$ cat src/rtl/alu_share_arb_pkg.sv
// Shared ALU definitions: op-code constants, the invalid-code bound and the
// sequencer state encoding used by the arbiter and by any ALU decode.
package alu_defs;

  localparam logic [3:0] OP_AND  = 4'd0;
  localparam logic [3:0] OP_OR   = 4'd1;
  localparam logic [3:0] OP_ADD  = 4'd2;
  localparam logic [3:0] OP_SLL  = 4'd3;
  localparam logic [3:0] OP_NOR  = 4'd4;
  localparam logic [3:0] OP_SRL  = 4'd5;
  localparam logic [3:0] OP_SUB  = 4'd6;
  localparam logic [3:0] OP_SLT  = 4'd7;
  localparam logic [3:0] OP_XOR  = 4'd8;
  localparam logic [3:0] OP_SLTU = 4'd9;
  localparam logic [3:0] OP_SRA  = 4'd10;

  // Highest legal op code; anything above it is reported as an error.
  localparam logic [3:0] OP_LAST_VALID = OP_SRA;

  typedef enum logic [1:0] {
    ST_IDLE  = 2'd0,
    ST_ISSUE = 2'd1,
    ST_RESP  = 2'd2
  } state_t;

  function automatic logic is_valid_op(input logic [3:0] op);
    return op <= OP_LAST_VALID;
  endfunction

endpackage

$ cat src/rtl/rr_arb2.sv
// Two-way round-robin grant: on contention the requester not served last wins.
module rr_arb2 (
  input  logic [1:0] req,
  input  logic       last,
  output logic [1:0] gnt
);

  always_comb begin
    gnt = 2'b00;
    if (req == 2'b11) begin
      gnt = last ? 2'b01 : 2'b10;
    end else begin
      gnt = req;
    end
  end

endmodule

$ cat src/rtl/alu_share_arb.sv
// Shares one external combinational ALU between two requesters, one op at a
// time: IDLE grants, ISSUE drives the ALU and captures, RESP holds the answer.
//
// Handshakes: a transfer happens on a rising edge where valid and ready are
// both high; valid never waits on ready, and once a response valid is raised
// it and its payload stay unchanged until that transfer.
module alu_share_arb
  import alu_defs::*;
#(
  parameter int DATA_W = 32,
  parameter int CNT_W  = 16
) (
  input  logic              clk,
  input  logic              rst_n,
  input  logic [1:0]        req_valid,
  output logic [1:0]        req_ready,
  input  logic [DATA_W-1:0] req0_a,
  input  logic [DATA_W-1:0] req0_b,
  input  logic [DATA_W-1:0] req1_a,
  input  logic [DATA_W-1:0] req1_b,
  input  logic [3:0]        req0_op,
  input  logic [3:0]        req1_op,
  output logic [1:0]        rsp_valid,
  input  logic [1:0]        rsp_ready,
  output logic [DATA_W-1:0] rsp_res,
  output logic              rsp_zero,
  output logic              rsp_ovf,
  output logic              rsp_err,
  output logic [DATA_W-1:0] alu_a,
  output logic [DATA_W-1:0] alu_b,
  output logic [3:0]        alu_op,
  input  logic [DATA_W-1:0] alu_res,
  input  logic              alu_zero,
  input  logic              alu_ovf,
  output logic              busy,
  output logic [CNT_W-1:0]  op_cnt,
  output logic [1:0]        dbg_state
);

  state_t              state_q, state_d;
  logic [DATA_W-1:0]   a_q, a_d, b_q, b_d, res_q, res_d;
  logic [3:0]          op_q, op_d;
  logic                id_q, id_d, last_q, last_d;
  logic                zero_q, zero_d, ovf_q, ovf_d, err_q, err_d;
  logic [CNT_W-1:0]    cnt_q, cnt_d;
  logic [1:0]          gnt;

  rr_arb2 u_rr_arb2 (
    .req  (req_valid),
    .last (last_q),
    .gnt  (gnt)
  );

  always_comb begin
    state_d   = state_q;
    a_d       = a_q;
    b_d       = b_q;
    op_d      = op_q;
    id_d      = id_q;
    res_d     = res_q;
    zero_d    = zero_q;
    ovf_d     = ovf_q;
    err_d     = err_q;
    last_d    = last_q;
    cnt_d     = cnt_q;
    req_ready = 2'b00;
    rsp_valid = 2'b00;

    case (state_q)
      ST_IDLE: begin
        // Grant is suppressed while reset is asserted.
        req_ready = gnt & {2{rst_n}};
        if ((req_valid & req_ready) != 2'b00) begin
          id_d    = req_ready[1];
          a_d     = req_ready[1] ? req1_a  : req0_a;
          b_d     = req_ready[1] ? req1_b  : req0_b;
          op_d    = req_ready[1] ? req1_op : req0_op;
          state_d = ST_ISSUE;
        end
      end
      ST_ISSUE: begin
        if (is_valid_op(op_q)) begin
          res_d  = alu_res;
          zero_d = alu_zero;
          ovf_d  = alu_ovf;
          err_d  = 1'b0;
        end else begin
          res_d  = '0;
          zero_d = 1'b0;
          ovf_d  = 1'b0;
          err_d  = 1'b1;
        end
        state_d = ST_RESP;
      end
      ST_RESP: begin
        rsp_valid = id_q ? 2'b10 : 2'b01;
        if (rsp_ready[id_q]) begin
          last_d  = id_q;
          cnt_d   = cnt_q + {{(CNT_W-1){1'b0}}, 1'b1};
          state_d = ST_IDLE;
        end
      end
      default: state_d = ST_IDLE;
    endcase
  end

  always_ff @(posedge clk) begin
    if (!rst_n) begin
      state_q <= ST_IDLE;
      a_q     <= '0;
      b_q     <= '0;
      op_q    <= '0;
      id_q    <= 1'b0;
      res_q   <= '0;
      zero_q  <= 1'b0;
      ovf_q   <= 1'b0;
      err_q   <= 1'b0;
      last_q  <= 1'b1;
      cnt_q   <= '0;
    end else begin
      state_q <= state_d;
      a_q     <= a_d;
      b_q     <= b_d;
      op_q    <= op_d;
      id_q    <= id_d;
      res_q   <= res_d;
      zero_q  <= zero_d;
      ovf_q   <= ovf_d;
      err_q   <= err_d;
      last_q  <= last_d;
      cnt_q   <= cnt_d;
    end
  end

  assign alu_a     = a_q;
  assign alu_b     = b_q;
  assign alu_op    = op_q;
  assign rsp_res   = res_q;
  assign rsp_zero  = zero_q;
  assign rsp_ovf   = ovf_q;
  assign rsp_err   = err_q;
  assign busy      = (state_q != ST_IDLE);
  assign op_cnt    = cnt_q;
  assign dbg_state = state_q;

endmodule

$ cat config.mk
export PLATFORM = sky130hd
export DESIGN_NAME = alu_share_arb
export DESIGN_NICKNAME = d
export VERILOG_FILES = /design/src/rtl/alu_share_arb_pkg.sv /design/src/rtl/rr_arb2.sv /design/src/rtl/alu_share_arb.sv
export SDC_FILE = /design/constraint.sdc
export NUM_CORES = 1
export LEC_CHECK = 0
export BUFFER_PORTS_ARGS = -buffer_cell sky130_fd_sc_hd__buf_2
export CAP_MARGIN = 20
export CORE_AREA = 2 2 118 120
export DETAILED_ROUTE_END_ITERATION = 8
export DIE_AREA = 0 0 120 122
export MAX_ROUTING_LAYER = met4
export PLACE_DENSITY = 0.7
export SLEW_MARGIN = 20
export SYNTH_ARGS = -nofsm -noshare
export SYNTH_HDL_FRONTEND = slang
export SYNTH_HIERARCHICAL = 1
export SYNTH_SLANG_ARGS = --single-unit
$ cat constraint.sdc
create_clock -name clk -period 2.38 [get_ports clk]
set_clock_uncertainty 0.05 [all_clocks]
set_input_delay 0.238 -clock clk [delete_from_list [all_inputs] [get_ports clk]]
set_output_delay 0.238 -clock clk [all_outputs]
set_load 0.005 [all_outputs]
==> metrics.txt <==
# TYPE chip_impl_metric gauge
chip_impl_info{name="result_of_the_run",value="finished, final reports clean"} 1
chip_impl_metric{name="clkSinkCount",unit=""} 123
chip_impl_info{name="cts-root-buf",value="sky130_fd_sc_hd__clkbuf_16"} 1
chip_impl_metric{name="final_gp_congestion",unit=""} 0.774
chip_impl_metric{name="boundaryPins",unit=""} 302
chip_impl_metric{name="detailedRoute.firstPassIterationCount",unit=""} 4
chip_impl_metric{name="path_max_fanout",unit=""} 18
chip_impl_metric{name="post-cts-setup-buffers",unit=""} 0
chip_impl_metric{name="core_area",unit="um2"} 13500
chip_impl_info{name="timing.critical_path.to_type",value="register"} 1
chip_impl_info{name="timing.rr.start",value="dbg_state[1]"} 1
chip_impl_metric{name="final_area",unit="um2"} 7830
chip_impl_metric{name="remaining_drc_errors",unit=""} 0
chip_impl_info{name="critical_path.top_delay_family",value="simple AND/OR/NAND/NOR gates"} 1
chip_impl_metric{name="max_slew.worst_pin.slew",unit="ns"} 0.416
chip_impl_metric{name="synth_fa_ha_area_share",unit="%"} 0.244
chip_impl_metric{name="postSynthAreaPerCell",unit="um2"} 9.59
chip_impl_metric{name="synth_mux_area_share",unit="%"} 10.5
chip_impl_info{name="worstHoldEndpoint",value="rsp_res[12]"} 1
chip_impl_metric{name="clock_insertion_delay_worst_skew",unit="ns"} 0.40
chip_impl_metric{name="timing.final.max_slew_violations",unit=""} 0
chip_impl_metric{name="count_of_input_and_output_buffers",unit=""} 301
chip_impl_metric{name="synth_register_bits",unit=""} 123
chip_impl_info{name="holdCritStartpoint",value="alu_res[12]"} 1
chip_impl_metric{name="path_buf_inv",unit=""} 2
chip_impl_metric{name="grt_remaining_overflow",unit=""} 0
chip_impl_info{name="slowest_stage",value="sky130_fd_sc_hd__dlygate4sd3_1"} 1
chip_impl_metric{name="peak_ir_drop_on_the_vdd_network",unit="mV"} 0.437
chip_impl_metric{name="max-slew-margin-rel",unit="%"} 71.9
chip_impl_metric{name="finish.net_count",unit=""} 1040
chip_impl_metric{name="synth_area_in_compound_gates",unit="%"} 19.4
chip_impl_metric{name="synth_sequential_area_ratio",unit="%"} 48.0
chip_impl_metric{name="post_drt_via_cell_ratio",unit=""} 4.90
chip_impl_metric{name="clock_transition_time_at_the_flip_flop_clock_pins_of_the_worst_setup_and_hold_paths",unit="ns"} 0.06
chip_impl_info{name="rr_endpoint",value="alu_a[1]"} 1
chip_impl_metric{name="areaGrowthSynthToFinish",unit="%"} 52.6
chip_impl_metric{name="syn_inst",unit=""} 535
chip_impl_info{name="worstSetupStartpointType",value="register"} 1
chip_impl_metric{name="area_enclosed_by_the_die_boundary",unit="um2"} 14600
chip_impl_metric{name="avgRoutedWirePerCell",unit="um"} 14.6
chip_impl_metric{name="netlist-cell-type-count",unit=""} 40
chip_impl_metric{name="h_tree_level_count",unit=""} 4
chip_impl_metric{name="synth_simple_gate_area_share",unit="%"} 15.3
chip_impl_metric{name="grt_start_max_net_pins",unit=""} 55
chip_impl_metric{name="timing.max_cap.violations",unit=""} 0
chip_impl_info{name="most_frequent_standard_cell_in_the_layout_excluding_fill_and_tap_cells",value="sky130_fd_sc_hd__buf_2"} 1
chip_impl_metric{name="synthesized_area_fraction_occupied_by_xor_and_xnor_cells",unit="%"} 1.71
chip_impl_metric{name="synth_area",unit="um2"} 5130
chip_impl_metric{name="die_width",unit="um"} 120
chip_impl_metric{name="initial_utilization",unit="%"} 38.0
chip_impl_info{name="combinational_family_with_the_most_area_after_synthesis",value="compound AO/OA/AOI/OAI gates"} 1
chip_impl_metric{name="clock.fmax",unit="GHz"} 0.441
chip_impl_metric{name="cp_data_arrival_time",unit="ns"} 2.50
chip_impl_metric{name="slowest_delay",unit="ns"} 0.56
chip_impl_metric{name="synthesis.nets",unit=""} 712
chip_impl_metric{name="via_total_after_detailed_routing",unit=""} 5172
chip_impl_metric{name="fillCellCount",unit=""} 1193
chip_impl_metric{name="ff_latch_area",unit="um2"} 2460
chip_impl_metric{name="grt_usage",unit="%"} 21.2
chip_impl_info{name="cp_cell_sequence",value="or3b_4 > or2_1 > buf_6 > a32oi_1 > nand2_1 > dlygate4sd3_1"} 1
chip_impl_metric{name="die_height",unit="um"} 122
chip_impl_metric{name="rows",unit=""} 43
chip_impl_metric{name="antenna_found_initial",unit=""} 0
chip_impl_metric{name="cts-buffers-inserted",unit=""} 17
chip_impl_metric{name="timing.hold.worst_path_depth",unit=""} 3
chip_impl_metric{name="multiInputGateArea",unit="um2"} 2450
chip_impl_metric{name="min_period",unit="ns"} 2.27
chip_impl_info{name="worst-setup-path-type",value="reg -> reg"} 1
chip_impl_metric{name="period_share",unit="%"} 95.2
chip_impl_metric{name="cp.required",unit="ns"} 2.62
chip_impl_metric{name="first_pass_grt_wire_length",unit="um"} 23700
chip_impl_metric{name="power-per-cell-area",unit="nW/um2"} 728
chip_impl_metric{name="hold_viol_final",unit=""} 0
chip_impl_metric{name="route.final.wire_length",unit="um"} 15400
chip_impl_metric{name="layout-drive-gt1-share",unit="%"} 43.0
chip_impl_metric{name="reg2reg_setup_slack",unit="ns"} 0.11
chip_impl_info{name="grt_setup_unrepaired",value="false"} 1
chip_impl_info{name="cts_tree",value="built"} 1
chip_impl_metric{name="grt_pass1_vias",unit=""} 4902
chip_impl_metric{name="worst_r2r_path_depth",unit=""} 6
chip_impl_info{name="mostFrequentLayoutCells",value="sky130_fd_sc_hd__buf_2, sky130_fd_sc_hd__dfxtp_1, sky130_fd_sc_hd__nor2_1, sky130_fd_sc_hd__mux2i_1, sky130_fd_sc_hd__nand2_1"} 1
chip_impl_info{name="hold_path.class",value="in -> reg"} 1
chip_impl_metric{name="fin_setup_tns",unit="ns"} 0
chip_impl_metric{name="drt_first_iter_violations",unit=""} 245
chip_impl_metric{name="synthesis.yosys.warnings",unit=""} 6
chip_impl_metric{name="placed_area",unit="um2"} 6820
chip_impl_metric{name="clock_path_buffers",unit=""} 2
chip_impl_metric{name="leakage",unit="nW"} 3.69
chip_impl_metric{name="ant_nets",unit=""} 0
chip_impl_metric{name="dp_hpwl",unit="um"} 10600
chip_impl_metric{name="antenna_cells_inserted",unit=""} 0
chip_impl_metric{name="final-setup-viol-count",unit=""} 0
cell type report:
| cell class | instances | area share (%) |
|---|---|---|
| repair buffers | 352 | 26.2 |
| clock buffers | 18 | 5.61 |
| clock inverters | 14 | 2.19 |
| flip-flops and latches | 123 | 31.5 |
| inverters | 4 | 0.272 |
| multi-input cells | 365 | 31.4 |
| well taps | 180 | 2.88 |
layer usage:
metal | track usage (%) | wire [um] | vias up
met5 | - | 0 | -
met4 | 10.6 | 399 | 0
met3 | 4.82 | 974 | 30
met2 | 34.5 | 7640 | 217
met1 | 24.7 | 6400 | 2333
li1 | - | - | 2592
per-stage QoR:
stage	utilization [%]	std cells	power, W	hold WS, ns	setup slack, ns
3_5_place_dp	50.5	986	0.00305	0.382	0.407
4_1_cts	57.8	1056	0.00575	0.000288	0.0753
3_3_place_gp	50.5	986	0.00304	0.378	0.472
2_1_floorplan	-	535	0.00269	0.294	0.608
6_report	58.0	1056	0.00569	0.0193	0.114
5_1_grt	58.0	1056	0.00596	0.00898	0.00783
state kept, by name (all words and copies together) (netlist names), 2 cells and up:
| name | cells |
|---|---|
| alu_a | 32 |
| alu_b | 32 |
| rsp_res | 32 |
| op_cnt | 16 |
| alu_op | 4 |
| dbg_state | 2 |
how the worst max path moves through the flow:
stage                     slack (ns)          from  depth (start not counted)   endpoint
after floorplan                 0.61        last_q                          9  alu_a[24]
after global placement          0.47  req_valid[0]                          8  alu_a[28]
after detailed placement        0.41        last_q                          8  alu_a[15]
after CTS                       0.08        last_q                          8   alu_a[3]
after global routing           0.008  dbg_state[1]                          6  alu_b[26]
final                           0.11  dbg_state[1]                          6   alu_a[1]
repair_timing:
item / CTS / global route
setup endpoints to repair: 0 / 16
endpoints found under the hold margin: 22 / 0
hold buffers: 38 / 0
resized for setup: 0 / 4
worst register-to-register path, stage by stage (launching register included):
cell and delay (ns):
sky130_fd_sc_hd__dfxtp_1 0.35, sky130_fd_sc_hd__or3b_4 0.42, sky130_fd_sc_hd__or2_1 0.29, sky130_fd_sc_hd__buf_6 0.19, sky130_fd_sc_hd__a32oi_1 0.21, sky130_fd_sc_hd__nand2_1 0.08, sky130_fd_sc_hd__dlygate4sd3_1 0.56
report_power, final:
part	leakage [nW]	switching, W	internal (W)
Combinational	2.39	0.000398	0.000424
Clock	0.292	0.000942	0.00168
Sequential	1.00	0.0000672	0.00219
logic make-up after synthesis:
family | Yosys count
AO/OA/AOI/OAI | 120
flip-flops | 123
AND/OR/NAND/NOR | 180
adder cells (fa/ha/maj) | 1
multiplexers | 54
buffers and inverters | 47
XOR/XNOR | 10
synth_stat cells:
library cell               number  share of area (%)
sky130_fd_sc_hd__a32oi_1       16                2.7
sky130_fd_sc_hd__buf_2          6               0.59
sky130_fd_sc_hd__nand3_1        8               0.78
sky130_fd_sc_hd__clkbuf_1      24                1.8
sky130_fd_sc_hd__a21boi_1       1               0.15
sky130_fd_sc_hd__dfxtp_1      123                 48
sky130_fd_sc_hd__xnor2_1        9                1.5
sky130_fd_sc_hd__nand2b_1       4               0.49
sky130_fd_sc_hd__o21ai_0        6               0.59
sky130_fd_sc_hd__nor2b_1        2               0.24
sky130_fd_sc_hd__a22oi_1       36                5.3
sky130_fd_sc_hd__and3_1         2               0.24
sky130_fd_sc_hd__and2_1         2               0.24
sky130_fd_sc_hd__a211oi_1      31                4.5
sky130_fd_sc_hd__buf_6          4               0.88
sky130_fd_sc_hd__nand4b_1       1               0.17
sky130_fd_sc_hd__buf_1          3               0.22
sky130_fd_sc_hd__a21oi_1        6               0.59
sky130_fd_sc_hd__or3_1          5               0.61
sky130_fd_sc_hd__clkinv_4       1               0.17
sky130_fd_sc_hd__inv_1          3               0.22
sky130_fd_sc_hd__a31o_2         1               0.17
sky130_fd_sc_hd__nor3b_2        1               0.24
sky130_fd_sc_hd__buf_4          6               0.88
sky130_fd_sc_hd__nor3_1         5               0.49
sky130_fd_sc_hd__nor4b_1        1               0.17
sky130_fd_sc_hd__nor4_1         3               0.37
sky130_fd_sc_hd__or3b_4         1               0.22
sky130_fd_sc_hd__a21boi_0       1               0.15
sky130_fd_sc_hd__xor2_1         1               0.17
sky130_fd_sc_hd__nor3b_1        1               0.15
sky130_fd_sc_hd__a211oi_2      21                5.1
sky130_fd_sc_hd__or2_1          1               0.12
sky130_fd_sc_hd__and4_1         2               0.34
sky130_fd_sc_hd__nand4_1        3               0.37
sky130_fd_sc_hd__nor2_1        98                7.2
sky130_fd_sc_hd__ha_1           1               0.24
sky130_fd_sc_hd__mux2i_1       54                 11
sky130_fd_sc_hd__nand2_1       40                2.9
sky130_fd_sc_hd__a21o_1         1               0.15
Power figures use the tool's default switching activity.
